--- src/rtl/dtc_vote_accum_if.sv ---
// rtl/dtc_vote_accum_if.sv - sample input stream, flush and voted output stream of dtc_vote_accum
interface dtc_vote_accum_if #(
  parameter int WIDTH = 7
);
  logic             in_valid;
  logic             in_ready;
  logic [WIDTH-1:0] in_vec;
  logic             flush;
  logic             out_valid;
  logic             out_ready;
  logic [WIDTH-1:0] out_vec;

  modport master (
    output in_valid, in_vec, flush, out_ready,
    input  in_ready, out_valid, out_vec
  );

  modport slave (
    input  in_valid, in_vec, flush, out_ready,
    output in_ready, out_valid, out_vec
  );
endinterface

--- src/rtl/dtc_vote_accum.sv ---
// rtl/dtc_vote_accum.sv - per-bit majority vote over a fixed window of classifier samples
module dtc_vote_accum #(
  parameter int WIDTH  = 7,
  parameter int CNT_W  = 8,
  parameter int WINDOW = 16,
  parameter int THRESH = 8
) (
  input logic              clk,
  input logic              rst_n,
  dtc_vote_accum_if.slave  bus
);

  typedef enum logic {ACCUM, HOLD} state_t;

  state_t           state;
  state_t           state_nxt;
  logic [CNT_W-1:0] cnt [WIDTH];
  logic [CNT_W-1:0] sample_cnt;
  logic [WIDTH-1:0] vote;
  logic [WIDTH-1:0] out_vec_q;
  logic             out_valid_q;
  logic             accept;
  logic             done;

  assign bus.in_ready  = (state == ACCUM) && rst_n;
  assign bus.out_valid = out_valid_q;
  assign bus.out_vec   = out_vec_q;

  assign accept = bus.in_valid && bus.in_ready;
  assign done   = accept && !bus.flush && (sample_cnt == CNT_W'(WINDOW - 1));

  // The vote includes the sample being accepted on the completing edge.
  always_comb begin
    vote = '0;
    for (int i = 0; i < WIDTH; i++) begin
      vote[i] = (cnt[i] + CNT_W'(bus.in_vec[i])) > CNT_W'(THRESH);
    end
  end

  always_ff @(posedge clk) begin
    if (!rst_n) state <= ACCUM;
    else        state <= state_nxt;
  end

  always_comb begin
    state_nxt = state;
    case (state)
      ACCUM:   if (done) state_nxt = HOLD;
      HOLD:    if (bus.out_ready) state_nxt = ACCUM;
      default: state_nxt = ACCUM;
    endcase
  end

  always_ff @(posedge clk) begin
    if (!rst_n) begin
      for (int i = 0; i < WIDTH; i++) cnt[i] <= '0;
      sample_cnt  <= '0;
      out_valid_q <= 1'b0;
      out_vec_q   <= '0;
    end else if (state == ACCUM) begin
      if (bus.flush) begin
        for (int i = 0; i < WIDTH; i++) cnt[i] <= '0;
        sample_cnt <= '0;
      end else if (accept) begin
        for (int i = 0; i < WIDTH; i++) cnt[i] <= cnt[i] + CNT_W'(bus.in_vec[i]);
        sample_cnt <= sample_cnt + 1'b1;
        if (done) begin
          out_vec_q   <= vote;
          out_valid_q <= 1'b1;
        end
      end
    end else if (bus.out_ready) begin
      // Flush is ignored while holding; only the output handshake releases the window.
      for (int i = 0; i < WIDTH; i++) cnt[i] <= '0;
      sample_cnt  <= '0;
      out_valid_q <= 1'b0;
    end
  end

endmodule

--- src/flat_wrapper.sv ---
// flat-port wrapper written by rule: the top's interface ports become plain ports
module dtc_vote_accum_flat 
#(
  parameter int WIDTH  = 7,
  parameter int CNT_W  = 8,
  parameter int WINDOW = 16,
  parameter int THRESH = 8
)
  (clk, rst_n, bus_in_valid, bus_in_vec, bus_flush, bus_out_ready, bus_in_ready, bus_out_valid, bus_out_vec);
  dtc_vote_accum_if #(.WIDTH(WIDTH)) bus_i ();
  input logic clk;
  input logic rst_n;
  input wire logic [$bits(bus_i.in_valid)-1:0] bus_in_valid;
  input wire logic [$bits(bus_i.in_vec)-1:0] bus_in_vec;
  input wire logic [$bits(bus_i.flush)-1:0] bus_flush;
  input wire logic [$bits(bus_i.out_ready)-1:0] bus_out_ready;
  output wire logic [$bits(bus_i.in_ready)-1:0] bus_in_ready;
  output wire logic [$bits(bus_i.out_valid)-1:0] bus_out_valid;
  output wire logic [$bits(bus_i.out_vec)-1:0] bus_out_vec;
  assign bus_i.in_valid = bus_in_valid;
  assign bus_i.in_vec = bus_in_vec;
  assign bus_i.flush = bus_flush;
  assign bus_i.out_ready = bus_out_ready;
  assign bus_in_ready = bus_i.in_ready;
  assign bus_out_valid = bus_i.out_valid;
  assign bus_out_vec = bus_i.out_vec;
  dtc_vote_accum #(.WIDTH(WIDTH), .CNT_W(CNT_W), .WINDOW(WINDOW), .THRESH(THRESH)) u_core (.clk(clk), .rst_n(rst_n), .bus(bus_i));
endmodule
--- config.mk ---
export PLATFORM = sky130hd
export DESIGN_NAME = dtc_vote_accum_flat
export DESIGN_NICKNAME = d
export VERILOG_FILES = /design/src/rtl/dtc_vote_accum_if.sv /design/src/rtl/dtc_vote_accum.sv /design/src/flat_wrapper.sv
export SDC_FILE = /design/constraint.sdc
export NUM_CORES = 1
export LEC_CHECK = 0
export BUFFER_PORTS_ARGS = -buffer_cell sky130_fd_sc_hd__buf_2
export CAP_MARGIN = 20
export CORE_UTILIZATION = 60
export DETAILED_ROUTE_END_ITERATION = 7
export GPL_TIMING_DRIVEN = 0
export PLACE_DENSITY_LB_ADDON = 0.25
export SLEW_MARGIN = 20
export SYNTH_ARGS = -nofsm -noshare
export SYNTH_HDL_FRONTEND = slang
export SYNTH_SLANG_ARGS = --single-unit
--- constraint.sdc ---
create_clock -name clk -period 3.55 [get_ports clk]
set_input_delay 0.355 -clock clk [delete_from_list [all_inputs] [get_ports clk]]
set_output_delay 0.355 -clock clk [all_outputs]
set_load 0.03 [all_outputs]
==> reports/results.tsv, run 1 <==
metric	value	unit
outcome	finished, final reports clean	
HPWL after DPL	5.64	mm
Sequential Area	0.00162	mm^2
Max-slew headroom	43.1	%
hold_ws	322	ps
Peak supply drop	337	uV
Num CTS Buffers	9	
CTS clock-pin slew for the worst setup and hold paths	70	ps
Post-Syn Area per Cell	8.90	um^2
DR pass1 iterations	5	
Clock H-tree levels	3	
commonest non-fill, non-tap cells in the layout	57 x dfxtp_1, 44 x o21ai_0, 40 x nor2_1	
root buf cell	clkbuf_8	
Filler cells	519	
area of the multi-input gates	0.00215	mm^2
Wirelength per Cell	15.0	um
Buffers on Ports	20	
clock power share	39.8	%
routed vias/inst	6.10	
Overflow after GRT	0	
Core Area	0.00631	mm^2
die height	82.7	um
Hold Crit Start	bus_in_valid	
area growth from synthesis to layout	9.87	%
final cycle utilization of the critical path	54.7	%
EDFF count, synth	16	
LEAKAGE	1.59	nW
fin cells	552	
ys async rst share	0	%
prevailing post-synth register cell	dfxtp_1	
diode count	0	
synthesized area	0.00391	mm^2
WP data arrival	2180	ps
setup_tns	0	ps
number of antenna-violating nets in the routed design	0	
vias in the first global route	2966	
most common cell after layout, fill and taps aside	dfxtp_1	
Clock Skew	7.42	ps
clock buffer depth	2	
Net Sw Frac	22.6	%
gr usage total	26.5	%
initial antenna violation count	0	
Max Slew Vio Count	0	
RSZ-0062 raised after global routing	false	
flop-to-flop setup slack	1610	ps
Logic pwr share	5.8	%
crit-path max FO	5	
Synth Warn #	0	
largest net degree at the start of global routing	12	
placed cell count	536	
IO Count	21	
max cap viols	0	
row cnt	29	
CP required	3790	ps
Die ar.	0.00684	mm^2
DRC	0	
number of distinct library cells after synthesis	50	
Worst-Margin Slew	848	ps
Final setup viols	0	
gpl congestion	0.823	
worst hold path depth	3	
first-pass GRT wire length	13.5	mm
Max Clock Freq	0.515	GHz
FF+latch count, synth	73	
Pint	0.00124	W
Hold EP	u_core.cnt[4][1]	
Reg2Reg Depth	6	
r2r startpoint	u_core.cnt[5][0]	
postcts setup bufs	0	
crit end category	register	
initial DRC count	224	
Placed Instance Area	0.00410	mm^2
worst reg2reg path endpoint	u_core.bus.out_vec[5]	
starting density of the core	61.9	%
final WL	8.26	mm
Mapped Cells	439	
CTS Sinks	73	
minimum clock period	1940	ps
Final Hold Viols	0	
Clk Latency, worst-skew pair	350	ps
Hold Path Class	input port to register	
total vias in the final route	3365	
fin nets	497	
sequential share of the synthesized area	41.5	%
CTS tree	yes	
Flop pwr share	54.4	%
# hold bufs at CTS	0	
share of cells above drive strength 1	10.7	%
syn nets	466	
die width	82.7	um
# resized after CTS	0	
crit path kind	register to register	
Setup crit start kind	register	
final instance area	0.00429	mm^2
PwrDens	373	mW/mm^2
Switch Pwr	0.000362	W
[final cells by class]
type	instances	share of cell area [%]
multi-input cells	336	50.0
well taps	77	2.24
plain buffers	23	2.62
repair buffers	20	2.33
clock buffers	13	3.47
inverters	7	0.612
flip-flops and latches	73	37.8
clock inverters	3	0.933
[routing by layer]
metal  part of all wire [%]  global-route usage (%)
met3                    4.0                    6.04
met2                     49                    43.4
met1                     46                    33.9
met4                    1.1                    9.83
met5                      0                       0
[Yosys cell counts, types with 7 or more instances]
cell type  instances  area (um^2)
dfxtp_1           57         1140
o21ai_0           44          220
nor2_1            40          150
nand2_1           36          135
xnor2_1           32          280
nand3_1           21          105
a21oi_1           17         85.1
edfxtp_1          16          480
ha_1              15          188
and2_1            13         81.3
or3_1             12         75.1
clkbuf_1          11         41.3
a22o_1             9         78.8
buf_2              9         45.0
xor2_1             9         78.8
nand4_1            8         50.1
a31oi_1            7         43.8
inv_1              7         26.3
nor3_1             7         35.0
o31ai_1            7         52.6
[cell families (layout without fill, tap and decap cells)]
group	count (synthesis)	in the layout	synth area share, %
AO/OA/AOI/OAI	115	115	18.9
AND/OR/NAND/NOR	161	161	21.0
multiplexers	4	4	1.03
adder cells (fa/ha/maj)	15	15	4.80
flip-flops	73	73	41.5
buffers and inverters	30	66	3.56
XOR/XNOR	41	41	9.19
[stage by stage]
stage | total power, W | worst slack, ps | util (%)
finish | 0.00160 | 1610 | 68.0
floorplan | 0.000949 | 1750 | -
global route | 0.00166 | 1480 | 68.0
detailed placement | 0.000980 | 1540 | 65.0
CTS | 0.00161 | 1620 | 68.0
global placement | 0.000976 | 1580 | 65.0
[worst max-delay path by stage]
stage | startpoint | endpoint | slack, ps | depth (start not counted)
after floorplan | bus_in_vec[5] | u_core.bus.out_vec[5] | 1750 | 6
after global placement | bus_in_vec[5] | u_core.bus.out_vec[5] | 1580 | 7
after detailed placement | bus_in_vec[5] | u_core.bus.out_vec[5] | 1540 | 7
after CTS | u_core.cnt[5][0] | u_core.bus.out_vec[5] | 1620 | 6
after global routing | u_core.state | u_core.bus.out_vec[4] | 1480 | 6
final | u_core.cnt[5][0] | u_core.bus.out_vec[5] | 1610 | 6
[registers in the layout (all words and copies together) (netlist names)]
name                  flops
u_core.state              1
u_core.bus.out_valid      1
u_core.sample_cnt         8
u_core.cnt               56
u_core.bus.out_vec        7
[critical path, stage by stage, from the launching register on]
cell      delay (ps)
edfxtp_1         380
ha_1             260
ha_1             330
or3_1            360
a21oi_1          160
a211oi_1          70
o31a_1           280
[power groups by stage]
stage / sequential, W / clock [W] / combinational (W)
after floorplan: 0.000885 / 0 / 0.0000634
after global placement: 0.000887 / 0 / 0.0000894
after detailed placement: 0.000888 / 0 / 0.0000919
after CTS: 0.000869 / 0.000646 / 0.0000928
after global routing: 0.000871 / 0.000682 / 0.000105
final: 0.000869 / 0.000636 / 0.0000932
(Power assumes the default switching activity.)
==> inputs of run 2 (changes only) <==
Clock period 3.55 ns to 1.93 ns, I/O delays scaled along.
==> run 2 against run 1 <==
Clock power grew 84%. Worst setup slack lost 1500 ps. Global-route usage is the same. Register-to-register slack lost 1500 ps. Count of clock-buffer cells in the layout is the same. Design area grew 1.0%. Largest cell class unchanged.
==> reports/results.tsv, run 2 (synthesized netlist as in run 1, its figures left out) <==
metric	value	unit
outcome	finished, final reports clean	
Final Hold Viols	0	
crit end category	register	
root buf cell	clkbuf_8	
clock power share	39.7	%
Largest Register	u_core.cnt	
die width	82.7	um
Worst-Margin Slew	852	ps
final cycle utilization of the critical path	94.3	%
Peak supply drop	620	uV
CP cell instances	ha_1 > ha_1 > or3_1 > a21oi_1 > o311a_1 > a41oi_1	
Clock Skew	6.70	ps
minimum clock period	1820	ps
Die ar.	0.00684	mm^2
Setup crit start kind	register	
die height	82.7	um
final WL	8.32	mm
Pint	0.00228	W
Max Slew Vio Count	0	
LEAKAGE	1.60	nW
postcts setup bufs	0	
fin nets	497	
crit-path leading delay family	adder cells	
max incr delay on CP	350	ps
WP data arrival	2040	ps
area growth from synthesis to layout	11.0	%
first-pass GRT wire length	13.5	mm
share of cells above drive strength 1	12.8	%
fin util	68.7	%
CP required	2150	ps
commonest non-fill, non-tap cells in the layout	57 x dfxtp_1, 44 x o21ai_0, 40 x nor2_1	
row cnt	29	
DR pass1 iterations	5	
max cap viols	0	
Switch Pwr	0.000670	W
diode count	0	
PwrDens	681	mW/mm^2
gr usage total	26.5	%
CTS Sinks	73	
vias in the first global route	2966	
Clock H-tree levels	3	
Max Clock Freq	0.549	GHz
Logic pwr share	6.1	%
flop-to-flop setup slack	110	ps
Num CTS Buffers	9	
crit-path max FO	5	
Buffers on Ports	20	
# resized after CTS	0	
# hold bufs at CTS	0	
largest net degree at the start of global routing	12	
Overflow after GRT	0	
Hold Path Class	input port to register	
Top cell by count, worst path	ha_1	
CTS clock-pin slew for the worst setup and hold paths	70	ps
Worst Path Buf+Inv	0	
Core Area	0.00631	mm^2
Final setup viols	0	
Reg2Reg Depth	6	
Net Sw Frac	22.7	%
setup_tns	0	ps
DRC	0	
IO Count	21	
number of antenna-violating nets in the routed design	0	
HPWL after DPL	5.64	mm
routed vias/inst	6.15	
CP Depth	6	
Wirelength per Cell	15.1	um
Max-slew headroom	42.9	%
initial antenna violation count	0	
slowest CP cell	or3_1	
most common cell after layout, fill and taps aside	dfxtp_1	
crit path kind	register to register	
clock buffer depth	2	
starting density of the core	61.9	%
initial DRC count	199	
CTS tree	yes	
Clk Latency, worst-skew pair	350	ps
max FFs per register	56	
RSZ-0062 raised after global routing	false	
gpl congestion	0.823	
total vias in the final route	3394	
Flop pwr share	54.2	%
worst hold path depth	3	
[run 2: cell count changes in the layout (fill, tap and decap cells not counted), sizes merged]
cell,delta
inv,-1
clkinvlp,+1
[run 2: worst paths after layout]
| path | end | from |
|---|---|---|
| worst max register to register | u_core.bus.out_vec[1] | u_core.cnt[1][0] |
| worst min register to register | u_core.bus.out_valid | u_core.bus.out_valid |
| worst max-delay path | u_core.bus.out_vec[1] | u_core.cnt[1][0] |
| worst min-delay path | u_core.cnt[4][1] | bus_in_valid |
[run 2: layer usage]
layer / track usage [%] / part of all wire, %
met3: 6.04 / 3.6
met5: 0 / 0
met2: 43.4 / 49
met4: 9.83 / 1.2
met1: 33.9 / 47
[run 2: area by class of cell]
type,instances,area (um^2)
Inverter,7,30.0
Multi-Input combinational cell,336,2180
Sequential cell,73,1620
Tap cell,77,96.3
Clock inverter,3,40.0
Timing Repair Buffer,20,100
Buffer,23,118
Fill cell,515,1980
Clock buffer,13,149
[run 2: tightest hold or removal path, cell delays in order]
cell and delay (ps):
buf_2 140, nand3_1 70, a21oi_1 50
[run 2: power groups by stage]
stage | registers [W] | logic [W] | clock network [W]
finish | 0.00160 | 0.000180 | 0.00117
global route | 0.00160 | 0.000201 | 0.00125
CTS | 0.00160 | 0.000171 | 0.00119
detailed placement | 0.00163 | 0.000169 | 0
global placement | 0.00163 | 0.000164 | 0
floorplan | 0.00163 | 0.000117 | 0
[run 2: per-stage QoR]
stage / hold WS [ps] / area (um^2) / power [W] / setup slack [ps] / std cells
2_1_floorplan: 340 / 3910 / 0.00175 / 135 / 439
3_3_place_gp: 448 / 4100 / 0.00180 / 61.1 / 536
3_5_place_dp: 455 / 4100 / 0.00180 / 13.4 / 536
4_1_cts: 149 / 4290 / 0.00296 / 3.86 / 552
5_1_grt: 165 / 4340 / 0.00306 / 19.5 / 552
6_report: 159 / 4340 / 0.00295 / 110 / 552
